**config.mk**
```make
export PLATFORM = sky130hd
export DESIGN_NAME = corridor_phase_scheduler
export DESIGN_NICKNAME = d
export VERILOG_FILES = /design/src/rtl/traffic_pkg.sv /design/src/rtl/phase_seq.sv /design/src/rtl/corridor_phase_scheduler.sv
export SDC_FILE = /design/constraint.sdc
export NUM_CORES = 1
export LEC_CHECK = 0
export ABC_CLOCK_PERIOD_IN_PS = 1780
export CELL_PAD_IN_SITES_DETAIL_PLACEMENT = 1
export CELL_PAD_IN_SITES_GLOBAL_PLACEMENT = 1
export CORE_MARGIN = 1.5
export CORE_UTILIZATION = 40
export CTS_CLUSTER_DIAMETER = 200
export DETAILED_ROUTE_END_ITERATION = 10
export PLACE_DENSITY_LB_ADDON = 0.1
export SLEW_MARGIN = 20
export SYNTH_ARGS = -nofsm -noshare
export SYNTH_HDL_FRONTEND = slang
export SYNTH_SLANG_ARGS = --single-unit
```
**constraint.sdc**
```tcl
create_clock -name clk_50_mhz -period 1.78 [get_ports clk_50_mhz]
set_input_delay 0.356 -clock clk_50_mhz [delete_from_list [all_inputs] [get_ports clk_50_mhz]]
set_output_delay 0.356 -clock clk_50_mhz [all_outputs]
set_load 0.02 [all_outputs]
```
**src/rtl/traffic_pkg.sv**
```systemverilog
// rtl/traffic_pkg.sv - shared phase codes, widths and phase helpers for the corridor scheduler
package traffic_pkg;

    localparam int PHASE_W = 3;
    localparam int SEC_W   = 6;

    typedef enum logic [PHASE_W-1:0] {
        NRTH_GRN    = 3'd0,
        NRTH_YLW    = 3'd1,
        RED_TO_WEST = 3'd2,
        WEST_GRN    = 3'd3,
        WEST_YLW    = 3'd4,
        RED_TO_NRTH = 3'd5
    } phase_e;

    // Fixed ring 0>1>2>3>4>5>0; codes 6/7 never reach here (caught as illegal first).
    function automatic phase_e next_phase(input phase_e p);
        case (p)
            NRTH_GRN:    return NRTH_YLW;
            NRTH_YLW:    return RED_TO_WEST;
            RED_TO_WEST: return WEST_GRN;
            WEST_GRN:    return WEST_YLW;
            WEST_YLW:    return RED_TO_NRTH;
            default:     return NRTH_GRN;
        endcase
    endfunction

    function automatic logic is_green(input phase_e p);
        return (p == NRTH_GRN) || (p == WEST_GRN);
    endfunction

endpackage

```
**src/rtl/phase_seq.sv**
```systemverilog
// rtl/phase_seq.sv - one intersection: phase FSM, second counter, walk timer, ped pend, early end
//  clk        in   system clock
//  reset      in   synchronous, active-high
//  tick       in   qualified one-second strobe (already gated while held)
//  rise_nrth  in   north button rising edge
//  rise_west  in   west button rising edge
//  phase      out  current phase code
//  sec_left   out  seconds remaining in current phase
//  walk       out  {west,nrth} walk
//  pend       out  {west,nrth} pending requests
module phase_seq
    import traffic_pkg::*;
#(
    parameter int GRN_SEC     = 20,
    parameter int MIN_GRN_SEC = 8,
    parameter int YLW_SEC     = 3,
    parameter int ALLRED_SEC  = 1,
    parameter int WALK_SEC    = 8
) (
    input  logic               clk,
    input  logic               reset,
    input  logic               tick,
    input  logic               rise_nrth,
    input  logic               rise_west,
    output logic [PHASE_W-1:0] phase,
    output logic [SEC_W-1:0]   sec_left,
    output logic [1:0]         walk,
    output logic [1:0]         pend
);

    phase_e             phase_q, phase_d;
    logic [SEC_W-1:0]   cnt_q, cnt_d;
    logic [SEC_W-1:0]   elapsed_q, elapsed_d;
    logic [SEC_W-1:0]   wcnt_q, wcnt_d;
    logic [1:0]         walk_q, walk_d;
    logic [1:0]         pend_q, pend_d;
    logic               cross_pend;
    logic               early_end;
    phase_e             nxt;

    function automatic logic [SEC_W-1:0] duration(input phase_e p);
        case (p)
            NRTH_GRN, WEST_GRN: return SEC_W'(GRN_SEC);
            NRTH_YLW, WEST_YLW: return SEC_W'(YLW_SEC);
            default:            return SEC_W'(ALLRED_SEC);
        endcase
    endfunction

    always_comb begin
        phase_d   = phase_q;
        cnt_d     = cnt_q;
        elapsed_d = elapsed_q;
        wcnt_d    = wcnt_q;
        walk_d    = walk_q;
        pend_d    = pend_q;
        nxt       = next_phase(phase_q);

        cross_pend = ((phase_q == NRTH_GRN) && pend_q[1]) || ((phase_q == WEST_GRN) && pend_q[0]);
        // The tick being processed counts as elapsed, so the green ends on the
        // tick that brings it to the floor.
        early_end  = cross_pend && (elapsed_q >= SEC_W'(MIN_GRN_SEC - 1));

        // A press is ignored only while this intersection is walking that direction.
        if (rise_nrth && !walk_q[0]) pend_d[0] = 1'b1;
        if (rise_west && !walk_q[1]) pend_d[1] = 1'b1;

        if (phase_q > RED_TO_NRTH) begin
            phase_d   = RED_TO_NRTH;
            cnt_d     = SEC_W'(ALLRED_SEC);
            elapsed_d = '0;
            walk_d    = '0;
        end else if (tick) begin
            if (walk_q != 2'b00) begin
                if (wcnt_q <= SEC_W'(1)) walk_d = 2'b00;
                else                     wcnt_d = wcnt_q - SEC_W'(1);
            end

            if ((cnt_q <= SEC_W'(1)) || early_end) begin
                phase_d   = nxt;
                cnt_d     = duration(nxt);
                elapsed_d = '0;
                if (is_green(phase_q)) walk_d = 2'b00;
                // Grant on green entry; a press arriving on this very edge counts.
                if (nxt == NRTH_GRN && (pend_q[0] || rise_nrth)) begin
                    walk_d    = 2'b01;
                    wcnt_d    = SEC_W'(WALK_SEC);
                    pend_d[0] = 1'b0;
                end
                if (nxt == WEST_GRN && (pend_q[1] || rise_west)) begin
                    walk_d    = 2'b10;
                    wcnt_d    = SEC_W'(WALK_SEC);
                    pend_d[1] = 1'b0;
                end
            end else begin
                cnt_d = cnt_q - SEC_W'(1);
                if (is_green(phase_q) && (elapsed_q != '1)) elapsed_d = elapsed_q + SEC_W'(1);
            end
        end
    end

    always_ff @(posedge clk) begin
        if (reset) begin
            phase_q   <= RED_TO_NRTH;
            cnt_q     <= SEC_W'(ALLRED_SEC);
            elapsed_q <= '0;
            wcnt_q    <= '0;
            walk_q    <= '0;
            pend_q    <= '0;
        end else begin
            phase_q   <= phase_d;
            cnt_q     <= cnt_d;
            elapsed_q <= elapsed_d;
            wcnt_q    <= wcnt_d;
            walk_q    <= walk_d;
            pend_q    <= pend_d;
        end
    end

    assign phase    = phase_q;
    assign sec_left = cnt_q;
    assign walk     = walk_q;
    assign pend     = pend_q;

endmodule

```
**src/rtl/corridor_phase_scheduler.sv**
```systemverilog
// rtl/corridor_phase_scheduler.sv - two-intersection green-wave phase scheduler
//  clk_50_mhz    in   system clock
//  reset         in   synchronous, active-high
//  tick_1hz      in   one-cycle 1 Hz strobe
//  ped_req_nrth  in   debounced north button level
//  ped_req_west  in   debounced west button level
//  phase_a/b     out  phase codes for A and B
//  walk_a/b      out  {west,nrth} walks
//  ped_pend      out  {b_west,b_nrth,a_west,a_nrth}
//  sec_left_a    out  seconds remaining in A's phase
module corridor_phase_scheduler
    import traffic_pkg::*;
#(
    parameter int GRN_SEC     = 20,
    parameter int MIN_GRN_SEC = 8,
    parameter int YLW_SEC     = 3,
    parameter int ALLRED_SEC  = 1,
    parameter int WALK_SEC    = 8,
    parameter int OFFSET_SEC  = 4
) (
    input  logic               clk_50_mhz,
    input  logic               reset,
    input  logic               tick_1hz,
    input  logic               ped_req_nrth,
    input  logic               ped_req_west,
    output logic [PHASE_W-1:0] phase_a,
    output logic [PHASE_W-1:0] phase_b,
    output logic [1:0]         walk_a,
    output logic [1:0]         walk_b,
    output logic [3:0]         ped_pend,
    output logic [SEC_W-1:0]   sec_left_a
);

    logic             nrth_prev_q, nrth_prev_d;
    logic             west_prev_q, west_prev_d;
    logic [SEC_W-1:0] offset_q, offset_d;
    logic             rise_nrth, rise_west;
    logic             tick_b;
    logic [1:0]       pend_a, pend_b;
    logic [SEC_W-1:0] sec_left_b_unused;

    always_comb begin
        nrth_prev_d = ped_req_nrth;
        west_prev_d = ped_req_west;
        offset_d    = offset_q;
        rise_nrth   = ped_req_nrth & ~nrth_prev_q;
        rise_west   = ped_req_west & ~west_prev_q;
        // B sees no ticks until the offset has run out, freezing it in all-red.
        tick_b      = tick_1hz && (offset_q == '0);
        if (tick_1hz && (offset_q != '0)) offset_d = offset_q - SEC_W'(1);
    end

    always_ff @(posedge clk_50_mhz) begin
        if (reset) begin
            nrth_prev_q <= 1'b0;
            west_prev_q <= 1'b0;
            offset_q    <= SEC_W'(OFFSET_SEC);
        end else begin
            nrth_prev_q <= nrth_prev_d;
            west_prev_q <= west_prev_d;
            offset_q    <= offset_d;
        end
    end

    phase_seq #(
        .GRN_SEC(GRN_SEC), .MIN_GRN_SEC(MIN_GRN_SEC), .YLW_SEC(YLW_SEC),
        .ALLRED_SEC(ALLRED_SEC), .WALK_SEC(WALK_SEC)
    ) u_seq_a (
        .clk(clk_50_mhz), .reset(reset), .tick(tick_1hz),
        .rise_nrth(rise_nrth), .rise_west(rise_west),
        .phase(phase_a), .sec_left(sec_left_a), .walk(walk_a), .pend(pend_a)
    );

    phase_seq #(
        .GRN_SEC(GRN_SEC), .MIN_GRN_SEC(MIN_GRN_SEC), .YLW_SEC(YLW_SEC),
        .ALLRED_SEC(ALLRED_SEC), .WALK_SEC(WALK_SEC)
    ) u_seq_b (
        .clk(clk_50_mhz), .reset(reset), .tick(tick_b),
        .rise_nrth(rise_nrth), .rise_west(rise_west),
        .phase(phase_b), .sec_left(sec_left_b_unused), .walk(walk_b), .pend(pend_b)
    );

    assign ped_pend = {pend_b, pend_a};

endmodule

```
==> impl_summary.md <==
Critical path
In this run the critical register-to-register path is launched from u_seq_b.phase[0]$_SDFFE_PP1P_. The highest net fanout along the worst path is 4. The worst setup path is captured at a flip-flop. At the worst endpoint, the required time is 2.01 ns. At the worst endpoint, the arrival time is 2.18 ns. The most critical setup path has its startpoint at u_seq_b.phase[0]$_SDFFE_PP1P_. The endpoint identified for the worst register-to-register timing path is u_seq_b.sec_left[0]$_SDFFE_PP1P_. Counting cells, the worst reg-to-reg path comes to 6. The start-to-end type of the worst setup path is reg -> reg.

The worst setup path is launched from a flip-flop. The setup slack on the worst flop-to-flop path is -0.16 ns.

Detailed routing
The number of DRC markers in iteration 0 is 73. After detailed routing, the number of vias per cell comes to 5.500. The total length of routed wires is 10310 microns. Dividing the detail-routed wire length by the instance count gives 17.36 microns. The total via count after detailed routing is 3267.

After detailed routing, the number of remaining DRC violations is 0. The residual antenna-violating net count after detailed routing is 0. The total iterations of the first detailed-routing run is 4.

Clocking
Buffers inserted during clock tree synthesis total 9. The clock tree from TritonCTS is yes. The root buffer cell is sky130_fd_sc_hd__clkbuf_8. The clock transition at the register clock pins on the worst setup and hold paths after CTS is 0.07 ns. The number of sinks on the clock net is 58.

CTS built an H-tree with a depth of 3. For the worst-skew pair, the clock arrives at the later sink with an insertion delay of 0.35 ns. In this run the deepest clock path goes through 2 buffers.

Yosys
The number of synthesized register bits is 58. Sequential elements use 37.13% of the synthesized area. During synthesis, Yosys emitted a total of 0 warnings. Yosys mapped the design onto 61 distinct sky130hd cell types. The synthesized netlist occupies a cell area of 3127 sq um. The synthesized design contains 0 enable-type register cells.

The proportion of register bits with asynchronous set or reset after synthesis is 0%. The most used flip-flop cell after synthesis is sky130_fd_sc_hd__dfxtp_1. Dividing the synthesized area by the synthesized cell count gives 8.338 sq um. The number of cells produced by synthesis is 375. The synthesized netlist net count is 391.

GRT
The met2 usage in global routing is 44.34%. The global routing stage identified its most utilized layer as met2. The via count of the first global-routing pass is 3484. The met3 demand-to-capacity share in global routing is 5.109%.

The met1 capacity usage during global routing is 28.18%. The first-pass GRT wire length is 16440 microns. The initial antenna violation count is 0. Entering global routing, the biggest net connects 16 pins. The sum of overflow across all layers after global routing is 0.

The total global routing track utilization is 24.97%.

Place
The total of buffers placed on input and output ports is 24. The routability-driven placement congestion ratio is 0.8250. In this run, placement finished with an instance count of 569. The HPWL after detailed placement is 6652 microns.

Power and ir drop
Summing internal, switching and leakage power gives 5210 uW. The ratio of total power to cell area is 1096 nW/um^2. The largest voltage drop on the vdd net is 957.5 uV. The reported leakage power is 0.001936 uW.

Die
For this configuration, the core starts out at a cell density of 40.89%. The floorplan step defined a die boundary enclosing 8357 sq um. During I/O placement, the number of pins put on the boundary was 25. The die outline height is 91.42 microns. After floorplanning, the core was divided into 32 placement rows. The core region is 7647 sq um.

The die boundary width is 91.42 microns.

Finish
The total inserted antenna cells is 0. The proportion of layout cells with a drive suffix above 1 is 37.60%. The final net count is 503. After filler insertion, the fill cell instance count of the layout stands at 883. The area growth from synthesis to final layout is 51.98%. In the final layout, the multi-input gates occupy 2173 sq um. The area of all sequential standard cells is 1185 sq um. The non-filler instance count after layout is 594.

STA
The setup skew after layout is 0.01031 ns. The pin slew with the least headroom to its limit is 0.5324 ns. Across all setup checks in the final design, the least slack found is -0.1623 ns. The routed design could run at a clock period as short as 1.942 ns.

The relative slew slack is 64.13%. The final hold violation count is 0. The count of final max-slew check failures came to 0. The count of endpoints failing setup in the final report is 15. Setup repair after global routing could not meet its margin everywhere. After layout, the worst path uses 109.1% of the clock period.

Based on the critical path, the design can be clocked at up to 514.8 MHz.

Worst hold path
The worst hold path terminates at u_seq_b.sec_left[4]$_SDFFE_PP0P_. The worst hold path begins at u_seq_b.sec_left[4]$_SDFFE_PP0P_. The path type of the worst min-delay path is reg -> reg. The worst hold path passes through 2 cells.

Outcome
The run finished, with violations left. The final reports fail on setup timing.

Job
The max-capacitance violation count is 0.
-- cell usage in the layout, fill, tap and decap left out, types with 5 or more instances in the layout --
master	instances
sky130_fd_sc_hd__a21oi_1	15
sky130_fd_sc_hd__a21oi_2	5
sky130_fd_sc_hd__and3_1	5
sky130_fd_sc_hd__buf_4	76
sky130_fd_sc_hd__buf_6	10
sky130_fd_sc_hd__clkbuf_8	10
sky130_fd_sc_hd__clkdlybuf4s50_1	7
sky130_fd_sc_hd__dfxtp_1	43
sky130_fd_sc_hd__dfxtp_2	13
sky130_fd_sc_hd__dlygate4sd2_1	11
sky130_fd_sc_hd__dlymetal6s2s_1	6
sky130_fd_sc_hd__ha_1	8
sky130_fd_sc_hd__inv_1	15
sky130_fd_sc_hd__mux2i_1	7
sky130_fd_sc_hd__nand2_1	26
sky130_fd_sc_hd__nand2b_1	5
sky130_fd_sc_hd__nand3_1	16
sky130_fd_sc_hd__nor2_1	48
sky130_fd_sc_hd__nor2_2	7
sky130_fd_sc_hd__nor2b_1	6
sky130_fd_sc_hd__nor3_1	10
sky130_fd_sc_hd__nor3_2	5
sky130_fd_sc_hd__o21ai_0	7
sky130_fd_sc_hd__o21ai_1	5
sky130_fd_sc_hd__o31ai_1	7
sky130_fd_sc_hd__xnor2_1	5
sky130_fd_sc_hd__xor2_1	14
-- Yosys cell counts, drive strengths merged (6+ instances only) --
cell	number	area [sq um]
mux2i	8	80.08
clkbuf	7	26.28
xor2	14	122.6
nand2	29	108.9
and3	6	37.54
inv	18	67.56
a21oi	21	105.1
nor2b	7	43.79
nor3	15	80.08
nand3	19	95.09
o31ai	8	60.06
ha	11	137.6
o21ai	15	82.58
dfxtp	58	1161
nor2	57	214.0
-- worst max-delay path by stage --
stage / endpoint / cells past startpoint
2_1_floorplan: u_seq_b.wcnt_q[0]$_SDFFE_PP0P_ / 6
3_3_place_gp: u_seq_a.wcnt_q[5]$_SDFFE_PP0P_ / 7
3_5_place_dp: u_seq_a.wcnt_q[5]$_SDFFE_PP0P_ / 7
4_1_cts: u_seq_b.sec_left[0]$_SDFFE_PP1P_ / 6
5_1_grt: u_seq_b.sec_left[0]$_SDFFE_PP1P_ / 6
6_report: u_seq_b.sec_left[0]$_SDFFE_PP1P_ / 6
-- registers in the layout (all words and copies together), names as in the netlist --
signal	flops
u_seq_a.phase	3
u_seq_b.walk	2
u_seq_b.sec_left	6
west_prev_q	1
u_seq_b.pend	2
u_seq_a.elapsed_q	6
u_seq_a.pend	2
u_seq_b.wcnt_q	6
u_seq_a.sec_left	6
u_seq_a.wcnt_q	6
u_seq_b.elapsed_q	6
offset_q	6
nrth_prev_q	1
u_seq_a.walk	2
u_seq_b.phase	3
-- through the flow --
stage | utilization [%] | area [sq um] | worst slack (ns) | hold slack [ns] | setup TNS (ns)
after floorplan | - | 3196 | -0.03666 | 0.4471 | -0.1337
after global placement | 53.78 | 4113 | -0.3016 | 0.4681 | -9.133
after detailed placement | 53.78 | 4113 | -0.4265 | 0.4860 | -11.72
after CTS | 58.54 | 4477 | -0.08665 | 0.4973 | -0.2650
after global routing | 62.14 | 4752 | -0.1924 | 0.5237 | -2.821
final | 62.14 | 4752 | -0.1623 | 0.4862 | -0.5313
-- worst max-delay path, cell delays in order (launching register included) --
cell,delay (ns)
sky130_fd_sc_hd__dfxtp_4,0.34
sky130_fd_sc_hd__or3b_4,0.40
sky130_fd_sc_hd__a211oi_4,0.41
sky130_fd_sc_hd__buf_6,0.19
sky130_fd_sc_hd__o21a_2,0.21
sky130_fd_sc_hd__nor3_2,0.07
sky130_fd_sc_hd__a211o_1,0.22
-- metal layers --
layer,up-vias,part of all wire [%]
met5,-,0
met2,63,54
met3,28,2.9
li1,1565,-
met1,1611,41
met4,0,2.9
-- area by class of cell --
cell class,instances,share of cell area (%)
clock inverters,4,1.001
well taps,102,2.686
inverters,18,1.422
repair buffers,113,20.72
clock buffers,12,3.502
multi-input cells,287,45.73
flip-flops and latches,58,24.93
-- cell families (layout without fill, tap and decap cells) --
group,Yosys count,count (layout),synth area share [%]
and+or+nand+nor,165,165,26.37
AOI/OAI and AO/OA,84,84,20.33
DFF,58,58,37.13
buffers and inverters,30,147,3.882
xor gates and xnor gates,19,19,5.322
adders and majority gates,11,11,4.402
muxes,8,8,2.561
-- timing repair --
item | 4_1_cts | 5_1_grt
hold endpoints to repair | 0 | 0
endpoints found under the setup margin | 60 | 53
gates cloned | 0 | 0
hold buffers | 0 | 0
pin swaps | 19 | 27
setup buffers | 1 | 13
gates resized for setup | 44 | 53
-- power by group --
group | switching (uW) | internal, uW | leakage (uW)
clock network | 573 | 766 | 0.000108
registers | 173 | 1430 | 0.000474
logic | 1120 | 1150 | 0.00136
total | 1870 | 3340 | 0.00194
(Power assumes the default switching activity.)
